### src/rtl/dfu_board_pkg.sv
`default_nettype none
// ============================================================================
// Module  : dfu_board_pkg
// Brief   : Shared LED mode encodings and a width helper for dfu_board_ctrl.
// Rev     : 1.0  initial release
// ============================================================================
package dfu_board_pkg;

  localparam logic [1:0] LED_OFF     = 2'd0;
  localparam logic [1:0] LED_ON      = 2'd1;
  localparam logic [1:0] LED_BLINK   = 2'd2;
  localparam logic [1:0] LED_BREATHE = 2'd3;

  // Bits needed to encode values 0 .. value-1.
  function automatic int clog2(input int value);
    int result;
    int v;
    result = 0;
    v = value - 1;
    while (v > 0) begin
      result = result + 1;
      v = v >> 1;
    end
    return result;
  endfunction

endpackage
`default_nettype wire

### src/rtl/dfu_led_channel.sv
`default_nettype none
// ============================================================================
// Module  : dfu_led_channel
// Brief   : One status LED: mode select, activity flash counter, output flop.
// Rev     : 1.0  initial release
// ============================================================================
module dfu_led_channel
  import dfu_board_pkg::*;
#(
  parameter int ACT_CYCLES = 2400000
) (
  input  logic       clk_48mhz,
  input  logic       reset,
  input  logic       core_reset,
  input  logic [1:0] mode,
  input  logic       activity,
  input  logic       blink_ph,
  input  logic       pwm,
  output logic       led
);

  localparam int FL_W = clog2(ACT_CYCLES + 1);
  localparam logic [FL_W-1:0] FL_MAX = FL_W'(ACT_CYCLES);

  logic [FL_W-1:0] r_flash_cnt;
  logic            r_led;
  logic            w_base;

  always_comb begin
    w_base = 1'b0;
    case (mode)
      LED_OFF:   w_base = 1'b0;
      LED_ON:    w_base = 1'b1;
      LED_BLINK: w_base = blink_ph;
      default:   w_base = pwm;
    endcase
  end

  // A strobe on the expiry cycle reloads, so back-to-back activity stays dark.
  always_ff @(posedge clk_48mhz or posedge reset) begin
    if (reset) begin
      r_flash_cnt <= '0;
      r_led       <= 1'b0;
    end else if (core_reset) begin
      r_flash_cnt <= '0;
      r_led       <= 1'b0;
    end else begin
      if (activity) begin
        r_flash_cnt <= FL_MAX;
      end else if (r_flash_cnt != '0) begin
        r_flash_cnt <= r_flash_cnt - FL_W'(1);
      end
      r_led <= (r_flash_cnt != '0) ? ~w_base : w_base;
    end
  end

  assign led = r_led;

endmodule
`default_nettype wire

### src/rtl/dfu_board_ctrl.sv
`default_nettype none
// ============================================================================
// Module  : dfu_board_ctrl
// Brief   : PLL-lock reset sequencer plus multi-channel status LED engine.
// Rev     : 1.0  initial release
// ============================================================================
module dfu_board_ctrl
  import dfu_board_pkg::*;
#(
  parameter int NUM_LEDS       = 1,
  parameter int RESET_CYCLES   = 32,
  parameter int BLINK_DIV_BITS = 23,
  parameter int PWM_BITS       = 8,
  parameter int ACT_CYCLES     = 2400000
) (
  input  logic                  clk_48mhz,
  input  logic                  reset,
  input  logic                  pll_locked,
  output logic                  core_reset,
  input  logic [2*NUM_LEDS-1:0] led_mode,
  input  logic [NUM_LEDS-1:0]   activity,
  output logic [NUM_LEDS-1:0]   led
);

  localparam int RST_W = clog2(RESET_CYCLES + 1);
  localparam logic [RST_W-1:0] RST_MAX = RST_W'(RESET_CYCLES);
  localparam int PAT_MSB = BLINK_DIV_BITS - 1;

  logic                      r_lock_meta;
  logic                      r_lock_s;
  logic [RST_W-1:0]          r_rst_cnt;
  logic                      r_core_reset;
  logic [BLINK_DIV_BITS-1:0] r_pat_cnt;

  logic                      w_blink_ph;
  logic [PWM_BITS-1:0]       w_tri;
  logic [PWM_BITS-1:0]       w_bright;
  logic                      w_pwm;
  logic                      w_pat_unused;

  // Lock loss gates core_reset straight from lock_s, one edge ahead of the
  // counter clear, so reassertion follows the synchroniser with no extra lag.
  always_ff @(posedge clk_48mhz or posedge reset) begin
    if (reset) begin
      r_lock_meta  <= 1'b0;
      r_lock_s     <= 1'b0;
      r_rst_cnt    <= '0;
      r_core_reset <= 1'b1;
      r_pat_cnt    <= '0;
    end else begin
      r_lock_meta <= pll_locked;
      r_lock_s    <= r_lock_meta;
      if (!r_lock_s) begin
        r_rst_cnt <= '0;
      end else if (r_rst_cnt != RST_MAX) begin
        r_rst_cnt <= r_rst_cnt + RST_W'(1);
      end
      r_core_reset <= !r_lock_s || (r_rst_cnt != RST_MAX);
      if (r_core_reset) begin
        r_pat_cnt <= '0;
      end else begin
        r_pat_cnt <= r_pat_cnt + BLINK_DIV_BITS'(1);
      end
    end
  end

  assign core_reset   = r_core_reset;
  assign w_blink_ph   = r_pat_cnt[PAT_MSB];
  assign w_tri        = r_pat_cnt[PAT_MSB-1 -: PWM_BITS];
  assign w_bright     = w_blink_ph ? ~w_tri : w_tri;
  assign w_pwm        = (r_pat_cnt[PWM_BITS-1:0] < w_bright);
  assign w_pat_unused = ^r_pat_cnt;

  generate
    for (genvar i = 0; i < NUM_LEDS; i++) begin : g_led
      dfu_led_channel #(
        .ACT_CYCLES (ACT_CYCLES)
      ) u_chan (
        .clk_48mhz  (clk_48mhz),
        .reset      (reset),
        .core_reset (r_core_reset),
        .mode       (led_mode[2*i +: 2]),
        .activity   (activity[i]),
        .blink_ph   (w_blink_ph),
        .pwm        (w_pwm),
        .led        (led[i])
      );
    end
  endgenerate

endmodule
`default_nettype wire

### config.mk
export PLATFORM = sky130hd
export DESIGN_NAME = dfu_board_ctrl
export DESIGN_NICKNAME = d
export VERILOG_FILES = /design/src/rtl/dfu_board_pkg.sv /design/src/rtl/dfu_led_channel.sv /design/src/rtl/dfu_board_ctrl.sv
export SDC_FILE = /design/constraint.sdc
export NUM_CORES = 1
export LEC_CHECK = 0
export BUFFER_PORTS_ARGS = -buffer_cell sky130_fd_sc_hd__buf_2
export CAP_MARGIN = 20
export CORE_UTILIZATION = 45
export CTS_CLUSTER_SIZE = 12
export DETAILED_ROUTE_END_ITERATION = 10
export PLACE_DENSITY = 0.64
export RECOVER_POWER = 25
export SLEW_MARGIN = 40
export SYNTH_ARGS = -nofsm -noshare
export SYNTH_HDL_FRONTEND = slang
export SYNTH_SLANG_ARGS = --single-unit
### constraint.sdc
create_clock -name clk_48mhz -period 2.8 [get_ports clk_48mhz]
set_clock_uncertainty 0.05 [all_clocks]
set_input_delay 0.56 -clock clk_48mhz [delete_from_list [all_inputs] [get_ports clk_48mhz]]
set_output_delay 0.56 -clock clk_48mhz [all_outputs]
set_load 0.05 [all_outputs]
==> metrics.txt <==
Cell Int Power 0.001006 W; via count 2201; CTS root buf clkbuf_8; synthesized area per cell 9.762 um2; post-synth top area share 45.69%; total negative slack 0 ns; vias per std cell 5.572; Top FF cell, synth dfrtp_1; Overflow after GRT 0; synthesized flop and latch total 55; Die X 83.08 um; full die area 6901 um2; kind of end point of the critical path flop; core footprint 6350 um2; worst rel slew slack 25.73%; syn_nets 320; # fillers 567; Setup WS post-layout 0.4458 ns; largest cells by area after synthesis dfrtp_1 (46%), xor2_1 (6.8%), xnor2_1 (5.6%); GRT Total Usage 17.39%; count of flip-flops with a built-in enable after synthesis 0; post-DP HPWL 4032 um; cells after synthesis 303; TritonRoute pass-1 iters 4; Seq/Total Area, Yosys 46.57%; H-tree Lvls 2; P_sw 0.0002788 W; layout cells sized above 1 8.805%; Synth cell types 44; fin nets 335; Reg power frac 62.6%; maximum vdd drop 0.2548 mV; synth cell count leaders dfrtp_1 (54), nor2_1 (41), xor2_1 (23), nand2_1 (21), xnor2_1 (19); 1st-iter DRT viols 128; total wire length 5623 um; starting density of the core 46.58%; first-pass GRT wire length 9729 um; multi-input combinational cell area 1505 um2; Crit Path Max Fanout 5; final setup violation count 0; clock share of power 34.4%; # IOs 8; synth warn 0; Worst Hold Slack 0.3030 ns; clock tree buffer depth 2; final cycle utilization of the critical path 84.08%; Crit Path Class flop to flop; Critical Path Source Type flop; Place WS 0.4792 ns; die height 83.08 um; worst-margin pin slew 1.113 ns; Final Hold Fails 0; clk slew on worst S/H paths 0.09 ns; ant diodes 0; CTS Buf Count 5; CTS tree yes; number of antenna violations at the first check in global routing 0; Area Growth Syn to Fin 8.418%; Synth Cell Area 2958 um2; Post-CTS Setup Bufs 0; fin util 50.50%; Synth area leader dfrtp_1; worst hold path type flop to flop; GPL Wtd Cong 0.8247; # clock sinks 55; RSZ-0062 raised after global routing no; Rows 29; DR WL/cell 14.24 um; DRC viols 0; fmax 424.8 MHz; crit path time final 2.354 ns; PortBufs 7; max-cap violations 0; Seq. cell area 1378 um2; asr flop ratio synth 100.0%; most used standard cell by instance count after synthesis dfrtp_1; Critical Path AT 2.54 ns; Comb pwr share 3.0%; Cell Pwr Density 400.6 nW/um2; outcome complete, no violations; Post-CTS Hold Fix Bufs 0; switching share of power 21.70%; Antenna Violating Nets Remaining 0; r2r setup slk 0.45 ns; post_cts resized 0; largest net degree at the start of global routing 30; Skew-Pair Late Insertion Delay 0.31 ns; via count of the first global-routing pass 2066; Worst EP required 2.99 ns; static leakage 1.417 nW; max-slew violation count 0
==> logic make-up (layout without fill, tap and decap cells) <==
kind of cell             after synthesis  count (layout)  share of synthesized area [%]
AND/OR/NAND/NOR                      127             127                          22.80
multiplexers                           1               1                         0.3384
XOR/XNOR                              42              42                          12.44
buffers and inverters                 19              34                          2.538
adder cells (fa/ha/maj)               11              11                          4.653
flip-flops                            55              55                          46.57
AO/OA/AOI/OAI                         48              48                          10.66
==> area by class of cell <==
type | instances | area share, %
multi-input combinational | 229 | 46.94
sequential | 55 | 42.96
tap | 77 | 3.004
timing repair buffer | 15 | 2.965
clock buffer | 6 | 2.575
inverter | 12 | 1.405
clock inverter | 1 | 0.1561
==> registers in the layout, indices dropped and copies added, names as in the netlist <==
| name | cells |
|---|---|
| g_led.u_chan.r_flash_cnt | 22 |
| r_rst_cnt | 6 |
| r_lock_meta | 1 |
| r_lock_s | 1 |
| g_led.u_chan.led | 1 |
| r_pat_cnt | 23 |
| core_reset | 1 |
==> placed cells by master (no fill, tap or decap), types with 2 or more instances in the layout <==
master    instances
nor2b_1           3
buf_4             8
dfrtp_1          54
xor2_1           23
inv_1            12
a311oi_1          2
ha_1             11
a41oi_1           2
nand4_1           8
o211ai_1          2
o31ai_1           5
nor3_4            2
nand3_1          13
and4_1            2
o31a_1            2
and3_1            3
a31oi_1           5
or3_1             4
and2_1            4
o21ai_0           5
a21oi_1          15
xnor2_1          19
nor2_1           41
o21ai_1           2
nand2_1          21
or4_1             7
clkbuf_8          6
nor4_1            5
nor3_1            9
buf_2             7
==> per-layer routing <==
layer,GRT usage [%],share of wire [%],vias to the layer above
met5,0,0,-
met4,7.837,1.7,0
met3,2.684,2.7,7
met2,25.34,44,28
met1,25.50,52,1059
li1,-,-,1107
==> worst paths after layout <==
kind / from / end / cells past startpoint
min in group asynchronous: reset / r_pat_cnt[17] / 2
hold reg to reg: r_lock_meta / r_lock_s / 0
hold / removal: r_lock_meta / r_lock_s / 0
max in group asynchronous: reset / r_pat_cnt[15] / 3
setup reg to reg: g_led[0].u_chan.r_flash_cnt[0] / g_led[0].u_chan.r_flash_cnt[14] / 7
setup / recovery: g_led[0].u_chan.r_flash_cnt[0] / g_led[0].u_chan.r_flash_cnt[14] / 7
==> per-stage QoR <==
step           cells  cell area (um2)  total power [W]
2_1_floorplan    303             2958        0.0008440
3_3_place_gp     388             3119        0.0008594
3_5_place_dp     388             3119        0.0008602
4_1_cts          395             3207         0.001308
5_1_grt          395             3207         0.001338
6_report         395             3207         0.001285
==> power groups by stage <==
stage	registers (W)	clock network (W)	logic, W
floorplan	0.000818	0	0.0000256
global placement	0.000820	0	0.0000397
detailed placement	0.000820	0	0.0000404
CTS	0.000804	0.000463	0.0000405
global route	0.000805	0.000488	0.0000451
finish	0.000804	0.000442	0.0000386
==> critical path, stage by stage (launching register included) <==
cell and delay, ns:
dfrtp_1 0.43, inv_1 0.08, ha_1 0.20, or3b_1 0.49, nor3_4 0.27, o211ai_1 0.18, or4_1 0.43, a21oi_1 0.15
Power figures use the tool's default switching activity.
